===== src/rtl/y_arith_seq.sv =====
// Registered ADD/SUB/SLT plus iterative shift-add MUL behind a valid/ready handshake.
// One op in flight; results and flags are held in DONE until the consumer takes them.
module y_arith_seq #(
  parameter int WIDTH = 32
) (
  input  logic             clk,
  input  logic             reset,
  input  logic             in_valid,
  output logic             in_ready,
  input  logic [1:0]       op,
  input  logic [WIDTH-1:0] a,
  input  logic [WIDTH-1:0] b,
  output logic             out_valid,
  input  logic             out_ready,
  output logic [WIDTH-1:0] z,
  output logic             cout,
  output logic             zero,
  output logic             ovf
);

  localparam int CW = $clog2(WIDTH) + 1;
  localparam logic [CW-1:0] LAST_ITER = CW'(WIDTH - 1);

  typedef enum logic [1:0] {
    IDLE = 2'b00,
    MUL  = 2'b01,
    DONE = 2'b10
  } state_t;

  state_t               state_reg;
  logic [2*WIDTH-1:0]   acc_reg;
  logic [2*WIDTH-1:0]   mcand_reg;
  logic [WIDTH-1:0]     mplier_reg;
  logic [CW-1:0]        count_reg;

  logic                 accept;
  logic [WIDTH:0]       sum;
  logic [WIDTH:0]       diff;
  logic                 ovf_add;
  logic                 ovf_sub;
  logic                 slt_bit;
  logic [2*WIDTH-1:0]   acc_next;

  assign in_ready  = (state_reg == IDLE) | ((state_reg == DONE) & out_ready);
  assign out_valid = (state_reg == DONE);
  assign accept    = in_valid & in_ready;

  // Subtraction is a + ~b + 1 so bit WIDTH is the "no borrow" flag.
  assign sum     = {1'b0, a} + {1'b0, b};
  assign diff    = {1'b0, a} + {1'b0, ~b} + {{WIDTH{1'b0}}, 1'b1};
  assign ovf_add = (a[WIDTH-1] == b[WIDTH-1]) & (sum[WIDTH-1] != a[WIDTH-1]);
  assign ovf_sub = (a[WIDTH-1] != b[WIDTH-1]) & (diff[WIDTH-1] != a[WIDTH-1]);
  assign slt_bit = diff[WIDTH-1] ^ ovf_sub;

  assign acc_next = mplier_reg[0] ? (acc_reg + mcand_reg) : acc_reg;

  always_ff @(posedge clk) begin
    if (reset) begin
      state_reg  <= IDLE;
      z          <= '0;
      cout       <= 1'b0;
      zero       <= 1'b0;
      ovf        <= 1'b0;
      acc_reg    <= '0;
      mcand_reg  <= '0;
      mplier_reg <= '0;
      count_reg  <= '0;
    end else begin
      case (state_reg)
        MUL: begin
          acc_reg    <= acc_next;
          mcand_reg  <= mcand_reg << 1;
          mplier_reg <= mplier_reg >> 1;
          count_reg  <= count_reg + 1'b1;
          if (count_reg == LAST_ITER) begin
            state_reg <= DONE;
            count_reg <= '0;
            z         <= acc_next[WIDTH-1:0];
            cout      <= 1'b0;
            zero      <= (acc_next[WIDTH-1:0] == '0);
            ovf       <= |acc_next[2*WIDTH-1:WIDTH];
          end
        end
        DONE: begin
          if (out_ready) state_reg <= IDLE;
        end
        default: ;
      endcase

      // A new op can only be accepted in IDLE or while DONE hands off, never in MUL.
      if (accept) begin
        case (op)
          2'b00: begin
            state_reg <= DONE;
            z         <= sum[WIDTH-1:0];
            cout      <= sum[WIDTH];
            zero      <= (sum[WIDTH-1:0] == '0);
            ovf       <= ovf_add;
          end
          2'b01: begin
            state_reg <= DONE;
            z         <= diff[WIDTH-1:0];
            cout      <= diff[WIDTH];
            zero      <= (diff[WIDTH-1:0] == '0);
            ovf       <= ovf_sub;
          end
          2'b10: begin
            state_reg <= DONE;
            z         <= {{(WIDTH-1){1'b0}}, slt_bit};
            cout      <= diff[WIDTH];
            zero      <= ~slt_bit;
            ovf       <= 1'b0;
          end
          default: begin
            state_reg  <= MUL;
            acc_reg    <= '0;
            mcand_reg  <= {{WIDTH{1'b0}}, a};
            mplier_reg <= b;
            count_reg  <= '0;
          end
        endcase
      end
    end
  end

endmodule


===== config.mk =====
export PLATFORM = sky130hd
export DESIGN_NAME = y_arith_seq
export DESIGN_NICKNAME = d
export VERILOG_FILES = /design/src/rtl/y_arith_seq.sv
export SDC_FILE = /design/constraint.sdc
export NUM_CORES = 1
export LEC_CHECK = 0
export BUFFER_PORTS_ARGS = -buffer_cell sky130_fd_sc_hd__buf_2
export CAP_MARGIN = 20
export CORE_ASPECT_RATIO = 0.75
export CORE_MARGIN = 1
export CORE_UTILIZATION = 40
export CTS_BUF_LIST = sky130_fd_sc_hd__clkbuf_4
export DETAILED_ROUTE_END_ITERATION = 16
export PLACE_DENSITY_LB_ADDON = 0.05
export SLEW_MARGIN = 20
export SYNTH_ARGS = -nofsm -noshare
export SYNTH_HDL_FRONTEND = slang
export SYNTH_SLANG_ARGS = --single-unit

===== constraint.sdc =====
create_clock -name clk -period 7.5 [get_ports clk]
set_input_delay 0.375 -clock clk [delete_from_list [all_inputs] [get_ports clk]]
set_output_delay 0.375 -clock clk [all_outputs]
set_load 0.02 [all_outputs]

# After elaboration in Yosys (flattened, before gate mapping)
# Index checks and enable logic that the tools add are counted.
# Widths: inputs -> output; s select.
classes:
  addsub: 5
  eq_ne: 11
  n_mux: 35
  bitwise_logic: 8
  reduce_logical: 10
op_table:
  columns: ["op", "n"]
  rows:
  - ["$mux 64", 7]
  - ["$mux 32", 6]
  - ["$logic_not 32->1", 3]
  - ["$pmux 32 s3", 1]
  - ["$add 32x32->33", 2]
  - ["$add 64x64->64", 1]
  - ["$add 33x1->33 const B", 1]
  - ["$not 32->32", 1]
  - ["$reduce_or 32->1", 1]
  - ["$mux 6", 4]
  - ["$mux 1", 9]
  - ["$mux 2", 4]
  - ["$add 6x1->6 const B", 1]
  - ["$eq 6x5->1 const B", 1]
  - ["$pmux 1 s3", 2]
  - ["$and 1x1->1", 4]
  - ["$eq 2x1->1 const B", 2]
  - ["$eq 2x2->1 const B", 2]
  - ["$logic_not 2->1", 2]
  - ["$pmux 2 s2", 1]
  - ["$ne 1x1->1", 3]
  - ["$ne 3x1->1 const B", 1]
  - ["$ne 3x3->1 const B", 1]
  - ["$reduce_and 3->1", 1]
  - ["8 further kinds", 8]
word_totals:
  ff_bits: 203
  input_bits: 70
  output_inout_bits: 37
  wordCells: 78

# Longest topological paths before layout
depth:
  word_depth: 9
  mapped_depth: 25
  mapped_depth_nobuf: 24

# Worst setup path after synthesis
# OpenSTA, ideal clock, no wires.
synth_timing:
  kind: "input-to-reg"
  start: "input port b[4]"
  end: "register zero"
  setup_ns: 0.058
  arrival_time_ns: 5.483
  required_time_ns: 7.442
  setup_slack_ns: 1.958
  cell_stages: 25
  n_path_buf: 1
  path_cell_list: "inv_1 -> ha_1 -> clkbuf_1 -> o21ai_1 -> a21oi_1 -> o22a_1 -> a211o_1 -> a211oi_2 -> o21ai_1 -> a211oi_1 -> nor2b_1 -> o21ai_0 -> nand2b_1 -> fa_1 -> or4b_1 -> nor3_1 -> nand4_1 -> or4_1 -> or4_1 -> nor4_1 -> nand4b_1 -> nor3_1 -> nand4b_1 -> nor4_1 -> o22a_1"
synth_between:
  elab_chain_cells: 9
  elab_cells_between_ends: 12
  cone_classes: "add/sub (3); eq/ne (1); mux (2); bitwise (4); reduce/logical (2)"
synth_lines:
  columns: ["element", "line_no", "text"]
  rows:
  - ["start, declared", "12", "input logic [WIDTH-1:0] b,"]
  - ["$not 32->32", "50", "assign diff = {1'b0, a} + {1'b0, ~b} + {{WIDTH{1'b0}}, 1'b1};"]
  - ["$add 32x32->33", "50", null]
  - ["$add 33x1->33", "50", null]
  - ["$ne 1x1->1", "52", "assign ovf_sub = (a[WIDTH-1] != b[WIDTH-1]) & (diff[WIDTH-1] != a[WIDTH-1]);"]
  - ["$and 1x1->1", "52", null]
  - ["$xor 1x1->1", "53", "assign slt_bit = diff[WIDTH-1] ^ ovf_sub;"]
  - ["$not 1->1", "111", "zero <= ~slt_bit;"]
  - ["$pmux 1 s3 *", "92", "case (op)"]
  - ["$mux 1 *", "91", "if (accept) begin"]
  - ["end signal, assigned", "97", "zero <= (sum[WIDTH-1:0] == '0);"]
  - ["end signal, assigned", "104", "zero <= (diff[WIDTH-1:0] == '0);"]
  - ["end signal, assigned", "111", null]
  - ["end, declared", "17", "output logic zero,"]
# Every way passes the cells marked *; elsewhere a longest branch is shown, timed or not.
# A chain may end at the register's enable or synchronous reset.

# Worst setup path in the final report
layout_timing:
  start: "input port b[11]"
  end: "register zero"
# The elaborated chain is that of the path after synthesis.

==> impl_metrics.env <==
export IMPL_stdcell_area_um2=19200
export IMPL_avgRoutedWirePerCell_um=22.2
export IMPL_ys_flop_type="dfxtp_1"
export IMPL_drtIter0Drc=1767
export IMPL_setup_tns_ns=0
export IMPL_period_needed_ns=6.56
export IMPL_switching_share=0.375
export IMPL_worst_slew_pin_slew_ns=0.992
export IMPL_antenna_found_initial=3
export IMPL_synth_seq_cells=203
export IMPL_cts_buffer_depth=3
export IMPL_syn_mean_instance_area_um2=7.18
export IMPL_final_nets=2674
export IMPL_fillers=4466
export IMPL_place_area_um2=17900
export IMPL_pwr_share_seq=0.385
export IMPL_synthArstFlopShare=0
export IMPL_slew_headroom=0.333
export IMPL_vdd_drop_max_v=0.0000930
export IMPL_area_growth_pct=12.4
export IMPL_cts_tree="yes"
export IMPL_cts_resized=0
export IMPL_hpwl_mm=51.4
export IMPL_drive_gt1_frac=0.100
export IMPL_overflow=0
export IMPL_clock_skew_ns=0.0394
export IMPL_fin_cells=3074
export IMPL_ant_nets=0
export IMPL_rsz0062_at_grt="false"
export IMPL_hold_path_class="in -> reg"
export IMPL_cts_made_buffers=56
export IMPL_slew_violations=0
export IMPL_setup_viol=0
export IMPL_cts_root_buf="clkbuf_4"
export IMPL_hold_start="a[12]"
export IMPL_gp_congestion=0.941
export IMPL_layout_common_cells="nand2_1, nor2_1, a21oi_1, dfxtp_1, ha_1"
export IMPL_track_usage=0.306
export IMPL_final_hold_violation_count=0
export IMPL_startpoint="b[11]"
export IMPL_crit_arrival_ns=7.36
export IMPL_power_density_nw_per_um2=157
export IMPL_firstDrtPassIters=6
export IMPL_path_clk_slew_ns=0.09
export IMPL_num_rows=65
export IMPL_crit_required_ns=8.29
export IMPL_drc=0
export IMPL_timing_rr_start="mcand_reg[0]$_SDFF_PP0_"
export IMPL_yosysUniqueCellTypes=88
export IMPL_die_h_um=181
export IMPL_clkPwrFrac=0.336
export IMPL_netlist_area_um2=17100
export IMPL_wirelength_mm=68.2
export IMPL_critPathLaunchType="primary input"
export IMPL_h_tree_depth=2
export IMPL_fmax_ghz=0.152
export IMPL_vias_per_cell=5.98
export IMPL_pin_count=107
export IMPL_p_comb_frac=0.279
export IMPL_placedCellCount=2915
export IMPL_vias=18400
export IMPL_die_w_um=241
export IMPL_critPathCaptureType="flop"
export IMPL_synth_cells=2384
export IMPL_outcome="completed"
export IMPL_p_int_mw=1.89
export IMPL_grt_pass1_wl_mm=102
export IMPL_utilization=0.456
export IMPL_clk_latency_ns=0.84
export IMPL_leakage_nw=7.51
export IMPL_period_share=0.875
export IMPL_p_switching_mw=1.13
export IMPL_io_buffers=106
export IMPL_crit_type="in -> reg"
export IMPL_yosysSeqAreaShare=0.238
export IMPL_cp_max_fo=10
export IMPL_synth_edff_count=0
export IMPL_core_um2=42100
export IMPL_syn_nets=2590
export IMPL_initial_core_util=0.406
export IMPL_clock_sinks=203
export IMPL_maxCapViolCount=0
export IMPL_final_common_cell="nand2_1"
export IMPL_yosys_warnings=0
export IMPL_grt_max_degree=152
export IMPL_dieArea_um2=43600
export IMPL_grt_pass1_vias=16500
timing repair:
| action | in CTS | in global routing |
|---|---|---|
| setup buffers | 0 | 0 |
| hold buffers | 63 | 0 |
| hold endpoints to repair | 63 | 0 |
| setup endpoints to repair | 0 | 0 |
synthesized netlist by cell type, types with 21 or more instances:
cell / number / area, um2
nand2_1: 364 / 1370
nor2_1: 285 / 1070
a21oi_1: 227 / 1140
dfxtp_1: 203 / 4060
clkbuf_1: 141 / 529
ha_1: 132 / 1650
inv_1: 83 / 312
o21ai_0: 82 / 410
a311oi_1: 70 / 613
xnor2_1: 65 / 569
a211oi_1: 64 / 480
nor3_1: 59 / 295
a21o_1: 39 / 293
nand4_1: 37 / 231
xor2_1: 34 / 298
mux2i_1: 33 / 330
nand3_1: 31 / 155
o21a_1: 29 / 218
nand2b_1: 26 / 163
nor2b_1: 22 / 138
a31oi_1: 21 / 131
o211ai_1: 21 / 158
worst paths after layout:
path                                   end  slack, ns  depth (start not counted)
setup / recovery           zero$_SDFF_PP0_       0.94                         26
hold / removal    mcand_reg[12]$_SDFF_PP0_       0.05                          3
setup reg to reg            ovf$_SDFF_PP0_       2.23                         16
hold reg to reg   mcand_reg[63]$_SDFF_PP0_       0.46                          2
power groups by stage:
stage          clock network (mW)  logic [mW]  registers [mW]
2_1_floorplan                   0       0.528            1.19
3_3_place_gp                    0       0.794            1.18
3_5_place_dp                    0       0.791            1.19
4_1_cts                      1.05       0.822            1.16
5_1_grt                      1.10       0.908            1.17
6_report                     1.01       0.843            1.16
critical path, cell delays in order:
cell and delay, ns:
dlygate4sd3_1 0.51, buf_2 0.12, inv_1 0.04, ha_1 0.40, a21o_1 0.22, a21oi_1 0.35
o31ai_1 0.16, a211o_1 0.38, a211oi_2 0.45, o21ai_1 0.19, a211oi_1 0.39, nor2b_1 0.09
o21ai_0 0.17, nand2b_1 0.10, fa_1 0.49, or4b_1 0.52, nor3_1 0.19, nand4_1 0.11
or4_1 0.41, or4_1 0.43, nor4_1 0.41, nand4b_1 0.17, nor3_1 0.18, nand4b_1 0.14
nor4_1 0.20, o22a_1 0.16
kinds of logic (layout without fill, tap and decap cells):
kind of cell             count (synthesis)  in the layout  synth area share
AO/OA/AOI/OAI                          736            736             0.293
XOR/XNOR                                99             99            0.0507
adder cells (fa/ha/maj)                136            136             0.101
buffers and inverters                  251            371            0.0562
flip-flops                             203            203             0.238
multiplexers                            38             38            0.0226
other                                    0              1                 0
AND/OR/NAND/NOR                        921            921             0.239
metrics by stage:
stage               setup slack, ns  power (mW)  hold WS, ns
floorplan                      1.96        1.72        0.436
global route                  0.496        3.18      0.00976
detailed placement            0.749        1.98        0.455
finish                        0.936        3.02       0.0463
global placement              0.988        1.98        0.445
CTS                            1.11        3.03     0.000803
layout make-up:
type / count / area [um2] / share of cell area
clock buffer: 77 / 578 / 0.0301
antenna: 1 / 2.50 / 0.000130
tap: 569 / 712 / 0.0370
multi-input combinational: 1930 / 12100 / 0.631
clock inverter: 17 / 80.1 / 0.00417
inverter: 90 / 338 / 0.0176
sequential: 203 / 4070 / 0.211
timing repair buffer: 187 / 1320 / 0.0686
layer usage:
metal  global-route usage  wire, um
met5              0.00786        69
met4               0.0633      1120
met3               0.0741      6450
met2                0.386     24800
met1                0.498     35800
No activity file was read; power rests on OpenSTA's default activity.
